$ cat config.mk
export PLATFORM = sky130hd
export DESIGN_NAME = div_ctrl
export DESIGN_NICKNAME = d
export VERILOG_FILES = /design/src/rtl/div_ctrl.sv
export SDC_FILE = /design/constraint.sdc
export NUM_CORES = 1
export LEC_CHECK = 0
export BUFFER_PORTS_ARGS = -buffer_cell sky130_fd_sc_hd__buf_2
export CAP_MARGIN = 15
export CORE_AREA = 2 2 115 117
export CTS_BUF_LIST = sky130_fd_sc_hd__clkbuf_4
export DETAILED_ROUTE_END_ITERATION = 6
export DIE_AREA = 0 0 117 119
export GPL_TIMING_DRIVEN = 0
export PLACE_DENSITY = 0.78
export SYNTH_ARGS = -nofsm -noshare
export SYNTH_HDL_FRONTEND = slang
export SYNTH_SLANG_ARGS = --single-unit
$ cat constraint.sdc
create_clock -name clk -period 6.5 [get_ports clk]
set_clock_uncertainty 0.15 [all_clocks]
set_input_delay 0.65 -clock clk [delete_from_list [all_inputs] [get_ports clk]]
set_output_delay 0.65 -clock clk [all_outputs]
set_load 0.03 [all_outputs]
$ cat src/rtl/div_ctrl.sv
// Issue/writeback controller for the combinational Div array: holds operands for a
// fixed multicycle window while stalling, then captures quotient/remainder into HI/LO.
module div_ctrl #(
  parameter int unsigned LATENCY = 8
) (
  input  logic        clk,
  input  logic        reset,
  input  logic        start,
  input  logic        sign,
  input  logic [31:0] op_a,
  input  logic [31:0] op_b,
  input  logic        flush,
  input  logic        hi_we,
  input  logic        lo_we,
  input  logic [31:0] wdata,
  input  logic [31:0] div_q,
  input  logic [31:0] div_r,
  output logic [31:0] div_dividend,
  output logic [31:0] div_divisor,
  output logic        div_sign,
  output logic        div_ena,
  output logic        busy,
  output logic        done,
  output logic        div_by_zero,
  output logic [31:0] hi,
  output logic [31:0] lo
);

  localparam int unsigned CNT_W  = 8;
  localparam int unsigned DATA_W = 32;

  typedef enum logic {
    IDLE = 1'b0,
    RUN  = 1'b1
  } state_t;

  state_t             state;
  logic [CNT_W-1:0]   count;
  logic               divisor_zero;

  assign divisor_zero = (div_divisor == DATA_W'(0));

  // Single-process FSM; busy/div_ena mirror RUN but are kept as their own flops.
  always_ff @(posedge clk) begin
    if (reset) begin
      state        <= IDLE;
      count        <= '0;
      div_dividend <= '0;
      div_divisor  <= '0;
      div_sign     <= 1'b0;
      div_ena      <= 1'b0;
      busy         <= 1'b0;
      done         <= 1'b0;
      div_by_zero  <= 1'b0;
      hi           <= '0;
      lo           <= '0;
    end else begin
      done <= 1'b0;
      case (state)
        IDLE: begin
          // MTHI/MTLO land here; a same-edge issue is later overwritten by its retire.
          if (hi_we) hi <= wdata;
          if (lo_we) lo <= wdata;
          if (start && !flush) begin
            div_dividend <= op_a;
            div_divisor  <= op_b;
            div_sign     <= sign;
            count        <= CNT_W'(LATENCY - 1);
            state        <= RUN;
            busy         <= 1'b1;
            div_ena      <= 1'b1;
          end
        end
        RUN: begin
          if (flush) begin
            state   <= IDLE;
            count   <= '0;
            busy    <= 1'b0;
            div_ena <= 1'b0;
          end else if (count != CNT_W'(0)) begin
            count <= count - CNT_W'(1);
          end else begin
            // Retire: a zero divisor leaves HI/LO alone and raises the flag instead.
            state       <= IDLE;
            busy        <= 1'b0;
            div_ena     <= 1'b0;
            done        <= 1'b1;
            div_by_zero <= divisor_zero;
            if (!divisor_zero) begin
              hi <= div_r;
              lo <= div_q;
            end
          end
        end
        default: begin
          state   <= IDLE;
          busy    <= 1'b0;
          div_ena <= 1'b0;
        end
      endcase
    end
  end

endmodule
======== Word level (Yosys, flattened, before mapping) ========
Index checks and enable logic that the tools add are counted.
storage, ports and cells
  register bits ........................... 141
  input port bits ......................... 167
  output and inout bits ................... 133
  logic and storage cells ................. 56
operators by class
  $add $sub $neg .......................... 1
  equal/unequal tests ..................... 8
  muxes and demuxes ....................... 23
  bitwise logic cells ..................... 3
  reduce and logical (&&, ||, !) cells .... 11
operators by type and width
  operator               number
  $mux W32               8
  $pmux W32 S2           2
  $logic_not A32 Y1      1
  $mux W8                3
  $pmux W8 S2            1
  $ne A2 B2 Y1 const B   6
  $reduce_and A4 Y1      2
  $reduce_bool A8 Y1     1
  $sub A8 B1 Y8 const B  1
  $mux W1                7
  $reduce_and A2 Y1      3
  $pmux W1 S2            2
  $ne A3 B2 Y1 const B   1
  $ne A3 B3 Y1 const B   1
  $not A1 Y1             3
  $reduce_and A3 Y1      1
  $reduce_or A3 Y1       1
  $logic_and A1 B1 Y1    1
  $logic_not A1 Y1       1

======== Longest topological paths before layout ========
Gate-level depths: netlist of run 1.
  word-level depth ........................ 5
  mapped depth ............................ 7
  gate-level depth less buffers ........... 7

======== Worst setup path after synthesis of run 1 ========
No wires, ideal clock.
  path type ............................... input -> register
  start point ............................. input flush
  end point ............................... register count[3]
  library setup time ...................... 0.117 ns
  arrival time ............................ 1.859 ns
  required time ........................... 6.233 ns
  path slack .............................. 4.373 ns
  stages .................................. 5
  buffers on the path ..................... 0
  cell sequence ........................... or4b_2 o21ai_1 a2111oi_0 xnor2_1 nor2_1
between the ends
  longest elaborated chain between the ends .. 4
  elaborated cells on any way between the ends .. 7
  those cells by class .................... eq/ne: 2; mux: 2; reduce/logical: 3
ends and longest elaborated chain
  what                                line  RTL
  start, declared                     12    input logic flush,
  $logic_not A1 Y1                    64    if (start && !flush) begin
  $logic_and A1 B1 Y1                 64
  $ne A2 B2 Y1 (no source line)       --
  $reduce_and A2 Y1 (no source line)  --
  end signal, assigned                68    count <= CNT_W'(LATENCY - 1);
  end signal, assigned                81    count <= count - CNT_W'(1);
  end, declared                       38    logic [CNT_W-1:0] count;
Several ways; a longest one is shown, not always the timed one.
A chain may end at the register's enable or synchronous reset.

======== Worst setup path after layout of run 1 ========
  start point ............................. register div_divisor[17]
  end point ............................... register hi[2]
between the ends
  longest elaborated chain between the ends .. 3
ends and longest elaborated chain
  what                                line  RTL
  start, declared                     19    output logic [31:0] div_divisor,
  start signal, assigned              66    div_divisor <= op_b;
  $logic_not A32 Y1                   41    assign divisor_zero = (div_divisor == DATA_W'(0));
  $ne A2 B2 Y1 (no source line)       --
  $reduce_and A4 Y1 (no source line)  --
  end signal, assigned                62    if (hi_we) hi <= wdata;
  end signal, assigned                90    hi <= div_r;
  end, declared                       25    output logic [31:0] hi,
No other way between the ends.

==> run summary, run 1 <==
die area: 13900 um^2
critical path class: register to register
I/O pin count: 300
1st-pass router iterations: 5
Async SR Flop Fraction: 0%
origin of the critical flop-to-flop path: div_divisor[17]$_SDFFE_PP0P_
dpl hpwl: 13.3 mm
TritonCTS Sinks: 141
VDD IR-drop max: 0.000149 V
pre-CTS setup slack: 4.01 ns
synthesized area: 5510 um^2
startpoint types: register
Main synth FF type: dfxtp_1
hold_buf cts: 0
post-CTS sizing: 0
CP max FO: 10
RSZ-0062 raised after global routing: no
Period minus WS final: 2.39 ns
first-pass GRT wire length: 26.2 mm
Synth Area in Adders: 0.455%
Final Cycle Share: 36.7%
# H-tree levels: 4
Remaining DRCs: 0
fin nets: 1105
hold slack: 0.180 ns
final core occ: 58.5%
Site Rows: 42
Final Max Slew Viols: 0
Syn Inst Count: 618
EDFF count, synth: 0
Distinct cells, synth: 41
worst slew pin tran: 0.685 ns
most common cell after layout, fill and taps aside: buf_2
IO buf count: 299
vias in the first global route: 5427
Final Setup Violations: 0
Synth Area in Compound Gates: 20.5%
Leak: 3.62 nW
clk_lat worst skew: 0.54 ns
number of synthesized register bits: 141
largest family of logic cells by synthesized area: simple AND/OR/NAND/NOR gates
ratio of cells with drive above 1 in the final layout: 37.4%
via total after detailed routing: 5740
die height: 119 um
most frequent cells in the layout: buf_2, dfxtp_1, nand2_1
# Post-CTS Setup Buffers: 0
post-synthesis mux area share: 0%
CP peak stage delay: 0.56 ns
Layout area overhead: 36.8%
Syn Area/Cell: 8.91 um^2
CP arrival: 2.71 ns
Routed WL: 17.1 mm
DRT iter0 DRCs: 243
f_max: 0.419 GHz
yosys warns: 0
antenna violation net count after detailed routing: 0
max_cap viols: 0
Die Span X: 117 um
Total GRT Usage: 24.2%
Worst Setup SP: div_divisor[17]$_SDFFE_PP0P_
# diodes: 0
Final Hold Vio Count: 0
final worst slack: 4.11 ns
net count after synthesis: 787
Setup crit end kind: register
Post-Synth XOR/XNOR Area: 0.795%
CP Cell Sequence: nor4_1 > and4_1 > a21oi_2 > nor3_2 > buf_6 > a221o_1
simple-gate share of the synthesized area: 22.3%
relative slew slack: 54.2%
antenna violations before repair: 1
Worst-path clk slew: 0.13 ns
worst-case clock buffer depth: 2
Setup Total Neg Slack: 0 ns
Avg WL per Cell: 15.2 um
worst-path cell with the longest stage delay: nor3_2
Initial Utilization: 42.8%
CORE AREA: 12900 um^2
worst min path class: input port to register
Crit path required time: 6.82 ns
run status: completed
via/cell ratio: 5.11
Placed Instances: 1093
hold wc startpoint: op_b[3]
Clock Root Buffer: clkbuf_4
CTS tree: built
GPL Wtd Cong: 0.827
CTS Buf Count: 17
non-filler cells, final: 1123
Pwr Density: 259 nW/um^2
sequential fraction of the synthesis area: 51.3%
pin count of the biggest net entering global routing: 17
grt total ovfl: 0
==> area by class of cell <==
type	count	area [um^2]
plain buffers	46	250
clock buffers	18	135
clock inverters	12	173
fillers	1161	5350
inverters	3	11.3
multi-input cells	428	2420
flip-flops and latches	141	2820
well taps	176	220
repair buffers	299	1500
==> where the power goes <==
group | internal [W] | leakage [nW] | total [W] | switching [W]
sequential | 0.000918 | 1.16 | 0.000953 | 0.0000347
clock | 0.000304 | 0.165 | 0.000616 | 0.000312
combinational | 0.000143 | 2.30 | 0.000381 | 0.000238
==> worst max-delay path, delay by kind of cell (launching register included) <==
family / cells / cell delay [ns]
DFF: 1 / 0.34
and+or+nand+nor: 3 / 1.33
buffers and inverters: 1 / 0.23
AOI/OAI and AO/OA: 2 / 0.27
==> flip-flops by register name, summed over array words and instances, names as in the netlist <==
signal,flops
busy,1
count,8
div_by_zero,1
div_dividend,32
div_divisor,32
div_sign,1
done,1
hi,32
lo,32
state,1
==> metal layers <==
metal  wire length (um)  track usage [%]  up-vias
met3               1730             9.01       41
met4                471             10.3        2
li1                   -                -     2801
met1               6730             26.5     2618
met5                 12                0        -
met2               8150             41.3      278
==> final timing paths <==
kind,to,slack (ns),depth (start not counted)
setup / recovery,hi[2]$_SDFFE_PP0P_,4.11,6
hold / removal,div_divisor[3]$_SDFFE_PP0P_,0.18,3
setup reg to reg,hi[2]$_SDFFE_PP0P_,4.11,6
hold reg to reg,div_dividend[29]$_SDFFE_PP0P_,0.31,2
==> cell families after synthesis <==
group,after synthesis
XOR/XNOR,5
adder cells (fa/ha/maj),2
buffers and inverters,49
flip-flops,141
AND/OR/NAND/NOR,271
AO/OA/AOI/OAI,150
==> per-stage QoR <==
stage / instance area, um^2 / power, W
after global placement: 7220 / 0.00135
after global routing: 7530 / 0.00204
after CTS: 7530 / 0.00196
after detailed placement: 7220 / 0.00135
after floorplan: 5510 / 0.00121
final: 7530 / 0.00195
==> Yosys cell counts, drive strengths merged, types with 3 or more instances <==
cell | count | area [um^2]
a21oi | 70 | 354
dfxtp | 141 | 2820
nor2 | 76 | 285
a32o | 3 | 30.0
nand2b | 34 | 220
o21ai | 5 | 25.0
nor2b | 3 | 18.8
a221o | 64 | 643
inv | 3 | 11.3
nor4 | 9 | 71.3
clkbuf | 26 | 97.6
xnor2 | 3 | 26.3
buf | 20 | 153
nand2 | 135 | 507
Power figures use the tool's default switching activity.
==> inputs of run 2 (changes only) <==
--- a/config.mk
+++ b/config.mk
@@ -7,10 +7,10 @@
 export LEC_CHECK = 0
 export BUFFER_PORTS_ARGS = -buffer_cell sky130_fd_sc_hd__buf_2
 export CAP_MARGIN = 15
-export CORE_AREA = 2 2 115 117
+export CORE_AREA = 2 2 118 120
 export CTS_BUF_LIST = sky130_fd_sc_hd__clkbuf_4
 export DETAILED_ROUTE_END_ITERATION = 6
-export DIE_AREA = 0 0 117 119
+export DIE_AREA = 0 0 120 122
 export GPL_TIMING_DRIVEN = 0
 export PLACE_DENSITY = 0.78
 export SYNTH_ARGS = -nofsm -noshare
==> constraint.sdc (replaced) <==
create_clock -name clk -period 2.1 [get_ports clk]
set_clock_uncertainty 0.15 [all_clocks]
set_input_delay 0.21 -clock clk [delete_from_list [all_inputs] [get_ports clk]]
set_output_delay 0.21 -clock clk [all_outputs]
set_load 0.03 [all_outputs]
==> run summary, run 2 (synthesized netlist as in run 1, its figures left out) <==
Final Hold Vio Count: 0 (unchanged)
CP arrival: 2.38 ns (-0.33 ns)
Placed Instances: 1097 (+0.37%)
CTS tree: built
# H-tree levels: 4 (unchanged)
Routed WL: 23.2 mm (+36%)
Worst-path clk slew: 0.12 ns (about the same)
antenna violation net count after detailed routing: 0 (unchanged)
pin count of the biggest net entering global routing: 17 (unchanged)
startpoint types: register
Total GRT Usage: 30.3% (+6.2 points)
worst slew pin tran: 0.557 ns (-0.128 ns)
Setup Total Neg Slack: 0 ns (unchanged)
most frequent cells in the layout: buf_2, dlygate4sd3_1, dfxtp_1
max_cap viols: 0 (unchanged)
Initial Utilization: 40.8% (-2.0 points)
f_max: 0.479 GHz (+14%)
clk_lat worst skew: 0.55 ns (about the same)
grt total ovfl: 0 (unchanged)
Setup crit end kind: register
critical path class: register to register
non-filler cells, final: 1303 (+16%)
GPL Wtd Cong: 0.814 (-1.5%)
Avg WL per Cell: 17.8 um (+17%)
Period minus WS final: 2.09 ns (-0.299 ns)
Crit path required time: 2.39 ns (-4.43 ns)
via total after detailed routing: 6857 (+19%)
CTS Buf Count: 17 (unchanged)
most common cell after layout, fill and taps aside: buf_2
VDD IR-drop max: 0.000434 V (+190%)
Layout area overhead: 71.5%
I/O pin count: 300 (unchanged)
Cell Area, Placed: 7230 um^2 (about the same)
CORE AREA: 13500 um^2 (+4.9%)
relative slew slack: 62.9% (+8.7 points)
Leak: 4.43 nW (+22%)
die height: 122 um (+2.5%)
DRT iter0 DRCs: 509 (+110%)
1st-pass router iterations: 5 (unchanged)
ratio of cells with drive above 1 in the final layout: 34.8% (-2.5 points)
Final Max Slew Viols: 0 (unchanged)
Final Cycle Share: 99.5% (+63 points)
TritonCTS Sinks: 141 (unchanged)
die area: 14600 um^2 (+5.1%)
Site Rows: 43 (+2.4%)
Die Span X: 120 um (+2.6%)
dpl hpwl: 13.5 mm (+1.6%)
Pwr Density: 698 nW/um^2 (+170%)
fin nets: 1279 (+16%)
worst min path class: input port to register
Final Setup Violations: 0 (unchanged)
total power draw: 0.00659 W (+240%)
IO buf count: 299 (unchanged)
worst-case clock buffer depth: 2 (unchanged)
design area: 9440 um^2 (+25%)
via/cell ratio: 5.26 (+3.0%)
antenna violations before repair: 1 (unchanged)
CP max FO: 10 (unchanged)
final worst slack: 0.0108 ns (-4.10 ns)
Remaining DRCs: 0 (unchanged)
vias in the first global route: 6889 (+27%)
first-pass GRT wire length: 34.9 mm (+33%)
run status: completed
Clock Root Buffer: clkbuf_4
pre-CTS setup slack: -0.259 ns (-4.27 ns)
[run 2: cell types whose count changed in the layout (fill, tap and decap cells not counted), sizes merged]
cell,change
buf,+8
bufinv,+1
dlygate4sd3,+164
diode,+1
clkbuf,+1
clkinv,+1
[run 2: layer usage]
metal	GRT usage [%]	share of wire, %	wire, um
met1	33.4	38	8780
met2	53.3	49	11400
met3	9.83	9.7	2250
met4	13.8	3.4	789
met5	0	0	0
[run 2: layout make-up]
cell class / count / area, um^2
Fill cell: 957 / 4060
Timing Repair Buffer: 474 / 3240
Sequential cell: 141 / 2830
Multi-Input combinational cell: 428 / 2530
Buffer: 45 / 282
Tap cell: 180 / 225
Clock inverter: 14 / 200
Clock buffer: 17 / 128
Inverter: 3 / 11.3
Antenna cell: 1 / 2.50
[run 2: power breakdown]
group | switching (W) | internal (W) | leakage (nW)
registers | 0.000130 | 0.00284 | 1.16
clock network | 0.00102 | 0.00104 | 0.171
logic | 0.000857 | 0.000700 | 3.10
total | 0.00201 | 0.00458 | 4.43
[run 2: worst paths after layout]
path | cells past startpoint | slack, ns | endpoint | from
setup / recovery | 6 | 0.01 | lo[19]$_SDFFE_PP0P_ | div_divisor[24]$_SDFFE_PP0P_
hold / removal | 4 | 0.1 | hi[0]$_SDFFE_PP0P_ | hi_we
setup reg to reg | 6 | 0.01 | lo[19]$_SDFFE_PP0P_ | div_divisor[24]$_SDFFE_PP0P_
hold reg to reg | 2 | 0.31 | div_dividend[13]$_SDFFE_PP0P_ | div_dividend[13]$_SDFFE_PP0P_
[run 2: worst max-delay path, stage by stage, from the launching register on]
cell and delay, ns:
dfxtp_1 0.38, nor4_2 0.35, and4_4 0.33, a211oi_4 0.09, buf_12 0.15, buf_6 0.15
a221o_2 0.38
[run 2: what timing repair did]
| item | CTS | global route |
|---|---|---|
| gates resized for setup | 22 | 31 |
| hold buffers | 164 | 0 |
| pin swaps | 5 | 16 |
| endpoints found under the setup margin | 110 | 100 |
| setup buffers | 7 | 5 |
| hold endpoints to repair | 138 | 0 |
[run 2: per-stage QoR]
stage	utilization (%)	hold slack (ns)
final	69.9	0.0959
after detailed placement	53.5	0.285
after CTS	69.0	0.0165
after floorplan	-	0.196
after global placement	53.5	0.281
after global routing	69.9	0.102
